$ cat config.mk
export PLATFORM = sky130hd
export DESIGN_NAME = control_unit
export DESIGN_NICKNAME = d
export VERILOG_FILES = /design/src/rtl/control_unit.sv
export SDC_FILE = /design/constraint.sdc
export NUM_CORES = 1
export LEC_CHECK = 0
export BUFFER_PORTS_ARGS = -buffer_cell sky130_fd_sc_hd__buf_2
export CORE_ASPECT_RATIO = 1.75
export CORE_MARGIN = 5
export CORE_UTILIZATION = 47
export CTS_CLUSTER_DIAMETER = 80
export DETAILED_ROUTE_END_ITERATION = 16
export GPL_ROUTABILITY_DRIVEN = 0
export PLACE_DENSITY = 0.84
export SLEW_MARGIN = 30
export SYNTH_ARGS = -nofsm -noshare
export SYNTH_HDL_FRONTEND = slang
export SYNTH_SLANG_ARGS = --single-unit
export TNS_END_PERCENT = 10
$ cat constraint.sdc
create_clock -name Clock -period 4.87 [get_ports Clock]
set_clock_uncertainty 0.05 [all_clocks]
set_input_delay 0.7305 -clock Clock [delete_from_list [all_inputs] [get_ports Clock]]
set_output_delay 0.7305 -clock Clock [all_outputs]
set_load 0.005 [all_outputs]
$ cat src/rtl/control_unit.sv
// Hard-wired sequencer for the 32-bit CPU: fetch T0..T2, per-opcode execute T3..T7.
// Stop or the halt opcode lets the current instruction finish, then parks in HALT until Clear.
module control_unit (
    input  logic        Clock,
    input  logic        Clear,
    input  logic [31:0] IR,
    input  logic        CON_FF,
    input  logic        Stop,
    output logic        Run,
    output logic        PCout, Zlowout, Zhighout, MDRout, LOout, HIout, RINout, OutPortOut,
    output logic        PCin, IRin, MARin, MDRin, Yin, Zin, LOin, HIin, OutPortIn, CONin, RAin,
    output logic        Gra, Grb, Grc, Rin, Rout, BAout, Cout,
    output logic        Read, Write, IncPC,
    output logic        ADD, SUB, MUL, DIV, SHR, SHRA, SHL, ROR, ROL, AND, OR, NEG, NOT
);
    typedef enum logic [3:0] {
        S_RESET, S_T0, S_T1, S_T2, S_T3, S_T4, S_T5, S_T6, S_T7, S_HALT
    } state_t;

    localparam logic [4:0] OP_LD   = 5'd0,  OP_LDI  = 5'd1,  OP_ST   = 5'd2,  OP_ADD  = 5'd3;
    localparam logic [4:0] OP_SUB  = 5'd4,  OP_AND  = 5'd5,  OP_OR   = 5'd6,  OP_ROR  = 5'd7;
    localparam logic [4:0] OP_ROL  = 5'd8,  OP_SHR  = 5'd9,  OP_SHRA = 5'd10, OP_SHL  = 5'd11;
    localparam logic [4:0] OP_ADDI = 5'd12, OP_ANDI = 5'd13, OP_ORI  = 5'd14, OP_DIV  = 5'd15;
    localparam logic [4:0] OP_MUL  = 5'd16, OP_NEG  = 5'd17, OP_NOT  = 5'd18, OP_BR   = 5'd19;
    localparam logic [4:0] OP_JAL  = 5'd20, OP_JR   = 5'd21, OP_IN   = 5'd22, OP_OUT  = 5'd23;
    localparam logic [4:0] OP_MFLO = 5'd24, OP_MFHI = 5'd25, OP_NOP  = 5'd26, OP_HALT = 5'd27;

    state_t     state, nxt;
    logic [4:0] op_q, ir_op;
    logic       stop_pend, last;
    logic       unused_ir;

    // Operand fields are consumed by the datapath, not the sequencer.
    assign unused_ir = ^IR[26:0];
    assign ir_op     = (IR[31:27] > OP_HALT) ? OP_NOP : IR[31:27];

    always_ff @(posedge Clock) begin
        if (Clear) begin
            state     <= S_RESET;
            stop_pend <= 1'b0;
            op_q      <= OP_NOP;
        end else begin
            state <= nxt;
            if (Stop)          stop_pend <= 1'b1;
            if (state == S_T2) op_q      <= ir_op;
        end
    end

    always_comb begin
        case (op_q)
            OP_LD:                           last = (state == S_T7);
            OP_ST, OP_MUL, OP_DIV, OP_BR:    last = (state == S_T6);
            OP_NEG, OP_NOT, OP_JAL:          last = (state == S_T4);
            OP_JR, OP_IN, OP_OUT, OP_MFLO,
            OP_MFHI, OP_NOP, OP_HALT:        last = (state == S_T3);
            default:                         last = (state == S_T5);
        endcase
    end

    always_comb begin
        nxt = state;
        case (state)
            S_RESET: nxt = S_T0;
            S_T0:    nxt = S_T1;
            S_T1:    nxt = S_T2;
            S_T2:    nxt = (ir_op == OP_HALT) ? S_HALT : S_T3;
            S_T3:    nxt = S_T4;
            S_T4:    nxt = S_T5;
            S_T5:    nxt = S_T6;
            S_T6:    nxt = S_T7;
            S_T7:    nxt = S_T0;
            S_HALT:  nxt = S_HALT;
            default: nxt = S_RESET;
        endcase
        // Any execute state may be the last one; a pending Stop diverts the refetch into HALT.
        if (state inside {S_T3, S_T4, S_T5, S_T6, S_T7} && last)
            nxt = (stop_pend || Stop) ? S_HALT : S_T0;
    end

    always_comb begin
        {PCout, Zlowout, Zhighout, MDRout, LOout, HIout, RINout, OutPortOut} = '0;
        {PCin, IRin, MARin, MDRin, Yin, Zin, LOin, HIin, OutPortIn, CONin, RAin} = '0;
        {Gra, Grb, Grc, Rin, Rout, BAout, Cout, Read, Write, IncPC} = '0;
        {ADD, SUB, MUL, DIV, SHR, SHRA, SHL, ROR, ROL, AND, OR, NEG, NOT} = '0;
        Run = (state != S_RESET) && (state != S_HALT);
        case (state)
            S_T0: begin PCout = 1'b1; MARin = 1'b1; IncPC = 1'b1; Zin = 1'b1; end
            S_T1: begin Zlowout = 1'b1; PCin = 1'b1; Read = 1'b1; MDRin = 1'b1; end
            S_T2: begin MDRout = 1'b1; IRin = 1'b1; end
            S_T3: case (op_q)
                OP_LD, OP_LDI, OP_ST:    begin Grb = 1'b1; BAout = 1'b1; Yin = 1'b1; end
                OP_MUL, OP_DIV:          begin Gra = 1'b1; Rout = 1'b1; Yin = 1'b1; end
                OP_BR:                   begin Gra = 1'b1; Rout = 1'b1; CONin = 1'b1; end
                OP_NEG:                  begin Grb = 1'b1; Rout = 1'b1; NEG = 1'b1; Zin = 1'b1; end
                OP_NOT:                  begin Grb = 1'b1; Rout = 1'b1; NOT = 1'b1; Zin = 1'b1; end
                OP_JR:                   begin Gra = 1'b1; Rout = 1'b1; PCin = 1'b1; end
                OP_JAL:                  begin PCout = 1'b1; RAin = 1'b1; end
                OP_IN:                   begin RINout = 1'b1; Gra = 1'b1; Rin = 1'b1; end
                OP_OUT:                  begin Gra = 1'b1; Rout = 1'b1; OutPortIn = 1'b1; end
                OP_MFLO:                 begin LOout = 1'b1; Gra = 1'b1; Rin = 1'b1; end
                OP_MFHI:                 begin HIout = 1'b1; Gra = 1'b1; Rin = 1'b1; end
                OP_NOP, OP_HALT:         ;
                default:                 begin Grb = 1'b1; Rout = 1'b1; Yin = 1'b1; end
            endcase
            S_T4: begin
                case (op_q)
                    OP_ADD, OP_ADDI, OP_LD, OP_LDI, OP_ST: ADD = 1'b1;
                    OP_SUB:           SUB  = 1'b1;
                    OP_AND, OP_ANDI:  AND  = 1'b1;
                    OP_OR, OP_ORI:    OR   = 1'b1;
                    OP_ROR:           ROR  = 1'b1;
                    OP_ROL:           ROL  = 1'b1;
                    OP_SHR:           SHR  = 1'b1;
                    OP_SHRA:          SHRA = 1'b1;
                    OP_SHL:           SHL  = 1'b1;
                    OP_MUL:           MUL  = 1'b1;
                    OP_DIV:           DIV  = 1'b1;
                    default:          ;
                endcase
                case (op_q)
                    OP_ADD, OP_SUB, OP_AND, OP_OR, OP_ROR, OP_ROL, OP_SHR, OP_SHRA, OP_SHL:
                                             begin Grc = 1'b1; Rout = 1'b1; Zin = 1'b1; end
                    OP_ADDI, OP_ANDI, OP_ORI, OP_LD, OP_LDI, OP_ST:
                                             begin Cout = 1'b1; Zin = 1'b1; end
                    OP_MUL, OP_DIV:          begin Grb = 1'b1; Rout = 1'b1; Zin = 1'b1; end
                    OP_BR:                   begin PCout = 1'b1; Yin = 1'b1; end
                    OP_NEG, OP_NOT:          begin Zlowout = 1'b1; Gra = 1'b1; Rin = 1'b1; end
                    OP_JAL:                  begin Gra = 1'b1; Rout = 1'b1; PCin = 1'b1; end
                    default:                 ;
                endcase
            end
            S_T5: case (op_q)
                OP_LD, OP_ST:            begin Zlowout = 1'b1; MARin = 1'b1; end
                OP_MUL, OP_DIV:          begin Zlowout = 1'b1; LOin = 1'b1; end
                OP_BR:                   begin Cout = 1'b1; ADD = 1'b1; Zin = 1'b1; end
                OP_LDI, OP_ADD, OP_SUB, OP_AND, OP_OR, OP_ROR, OP_ROL, OP_SHR, OP_SHRA,
                OP_SHL, OP_ADDI, OP_ANDI, OP_ORI:
                                         begin Zlowout = 1'b1; Gra = 1'b1; Rin = 1'b1; end
                default:                 ;
            endcase
            S_T6: case (op_q)
                OP_LD:                   begin Read = 1'b1; MDRin = 1'b1; end
                OP_ST:                   begin Gra = 1'b1; Rout = 1'b1; Write = 1'b1; end
                OP_MUL, OP_DIV:          begin Zhighout = 1'b1; HIin = 1'b1; end
                OP_BR:                   begin Zlowout = CON_FF; PCin = CON_FF; end
                default:                 ;
            endcase
            S_T7: if (op_q == OP_LD) begin MDRout = 1'b1; Gra = 1'b1; Rin = 1'b1; end
            default: ;
        endcase
    end
endmodule

==> results.py <==
metrics = {
    "setup_path": {
        "worstPathMaxFanout": 14,
        "crit_family": "simple AND/OR/NAND/NOR gates",
        "path_cells": "nand4bb_1 > nor2_1 > a21boi_2 > o41ai_1 > or4b_1 > buf_2",
        "cp-startpoint": "state[1]$_SDFF_PP0_",
        "critPathBufInv": 1,
        "regToRegStartpoint": "op_q[2]$_SDFFE_PP0P_",
        "cp-start-kind": "flip-flop",
        "max_stage_delay_ns": 0.58,
        "cp.arrival_ns": 2.45,
        "crit_type": "reg2out",
        "required_ns": 4.09,
        "setup.worst_path.end_class": "output port",
        "crit_path_top_delay_cell": "dfxtp_1",
    },
    "clock_tree": {
        "root_buffer": "clkbuf_8",
        "cts.sinks": 10,
        "cts_setup_buffers": 0,
        "cts_buffer_depth": 2,
        "cts-resized-gates": 0,
        "cts_made_buffers": 3,
        "clk_latency_ns": 0.23,
        "clk_pin_slew_worst_paths_ns": 0.05,
        "cts_max_level": 1,
        "cts_hold_buffers": 0,
        "cts_tree": "done",
    },
    "synth": {
        "synth_area_leaders": "dfxtp_1 (15%), nor2_1 (9.6%), nor3_1 (5.6%), nand2_1 (5.4%), buf_4 (3.9%)",
        "synth-async-reset-ratio_pct": 0,
        "ys_seq_elements": 10,
        "synth_fp_nets": 240,
        "yosysSeqAreaShare_pct": 15.0,
        "synth-main-ff-cell": "dfxtp_1",
        "synth_cell_types": 56,
        "netlist.area_leader.share_pct": 15.0,
        "synthCells": 204,
        "synthesis.area_um2": 1330,
        "yosys.area.top_type": "dfxtp_1",
        "synth_edf_count": 0,
        "ys_warn_count": 0,
        "syn_area_per_cell_um2": 6.53,
    },
    "sta": {
        "period_share_pct": 66.3,
        "setup_viol": 0,
        "worst_pin_slew_ns": 0.714,
        "rsz0062_at_grt": "false",
        "maxSlewHeadroom_pct": 52.4,
        "finalHoldViolations": 0,
        "tns_ns": 0,
        "max_freq_ghz": 0.310,
        "slew_violations": 0,
        "layout_min_cycle_time_ns": 3.23,
    },
    "global_routing": {
        "grt_overflow": 0,
        "antenna_found_initial": 0,
        "grt_usage_pct": 18.6,
        "grt_max_degree": 26,
        "grt_pass1_vias": 1420,
        "grt_pass1_wl_mm": 6.16,
    },
    "cells_and_area": {
        "antennaDiodeCount": 0,
        "nNetsFinal": 275,
        "final_cells": 265,
        "layout_common_cells": "buf_2 (50), nor2_1 (34), nand2_1 (19), nor3_1 (15), dfxtp_1 (10)",
        "regArea_um2": 200,
        "syn_to_final_growth_pct": 15.9,
        "fill_cells": 272,
        "drive_above_1_share_pct": 27.3,
        "final_common_cell": "buf_2",
        "multi_input_area_um2": 982,
    },
    "floorplan": {
        "initial_utilization_pct": 49.0,
        "dieArea_um2": 4040,
        "core_um2": 2720,
        "die_w_um": 50.3,
        "die-height_um": 80.4,
        "io-pin-count": 79,
        "rows": 25,
    },
    "placement": {
        "dpl.hpwl_mm": 3.05,
        "dp.cells": 261,
        "io_buffers": 50,
    },
    "outcome": {
        "status": "finished, final reports clean",
    },
    "power_and_ir_drop": {
        "p_leak_uw": 0.000686,
        "power.density_nw_per_um2": 184,
        "ir_drop_uv": 196,
    },
    "route": {
        "via_per_inst": 6.12,
        "drt_iter0_drc": 80,
        "vias": 1622,
        "dr.pass1.iters": 5,
        "wl_per_cell_um": 14.7,
        "drc": 0,
        "wl_mm": 3.90,
        "ant_nets": 0,
    },
    "job": {
        "maxCapViolCount": 0,
    },
    "min_path": {
        "holdCritStartpoint": "stop_pend$_SDFFE_PP0P_",
        "hold_path.class": "reg2reg",
    },
}
power by group:
group | leakage, uW | switching, uW | internal, uW
sequential | 0.0000819 | 18.7 | 87.4
combinational | 0.000575 | 43.3 | 32.8
clock | 0.0000288 | 31.2 | 70.9
tightest hold or removal path, delay by kind of cell, from the launching register on:
family	cells	cell delay, ns
simple gates	2	0.14
flops	1	0.29
final timing paths:
| check | to | slack (ns) | depth (start not counted) |
|---|---|---|---|
| min reg2reg | stop_pend$_SDFFE_PP0P_ | 0.43 | 2 |
| max reg2reg | state[2]$_SDFF_PP0_ | 2.64 | 5 |
| min | stop_pend$_SDFFE_PP0P_ | 0.43 | 2 |
| max | Gra | 1.64 | 6 |
state kept, by name, summed over array words and instances, names as in the netlist:
| signal | cells |
|---|---|
| state | 4 |
| stop_pend | 1 |
| op_q | 5 |
cell usage after synthesis (all sizes together) (2+ instances only):
cell,n
a211o,2
a211oi,2
a21boi,2
a21oi,9
a22oi,3
a31o,3
a31oi,5
and2,4
buf,18
clkbuf,2
dfxtp,10
inv,6
nand2,19
nand2b,7
nand3,8
nand4,3
nand4bb,2
nor2,36
nor3,17
nor4,3
o21ai,7
o22ai,4
o31ai,3
or2,3
or3,2
xnor2,2
kinds of logic (layout without fill, tap and decap cells):
family	Yosys count	after routing	synth area share, %
AO/OA/AOI/OAI	50	50	27.0
XOR/XNOR	3	3	1.97
multiplexers	1	1	0.751
flip-flops	10	10	15.0
buffers and inverters	26	60	11.3
AND/OR/NAND/NOR	113	113	43.7
other	1	1	0.281
metal layers:
metal  global-route usage, %  share of wire (%)  vias to the layer above  routed length (um)
met4                    11.5                3.0                        0                 116
li1                        -                  -                      807                   -
met2                    32.7                 53                       80                2050
met1                    20.3                 37                      719                1450
met3                    2.41                7.2                       16                 282
met5                       0                  0                        -                   0
final cells by class:
cell class,instances,share of cell area [%]
multi-input cells,168,63.6
well taps,27,2.19
repair buffers,50,16.2
clock buffers,4,3.57
inverters,6,1.46
flip-flops and latches,10,13.0
through the flow:
step	area (um^2)	hold slack (ns)	util, %	setup WS (ns)	total power (uW)
5_1_grt	1540	0.470	56.7	1.47	302
4_1_cts	1540	0.438	56.7	1.67	287
6_report	1540	0.434	56.7	1.64	284
2_1_floorplan	1330	0.405	-	2.54	163
3_5_place_dp	1490	0.426	54.7	1.92	182
3_3_place_gp	1490	0.427	54.7	1.96	182
(Power assumes the default switching activity.)
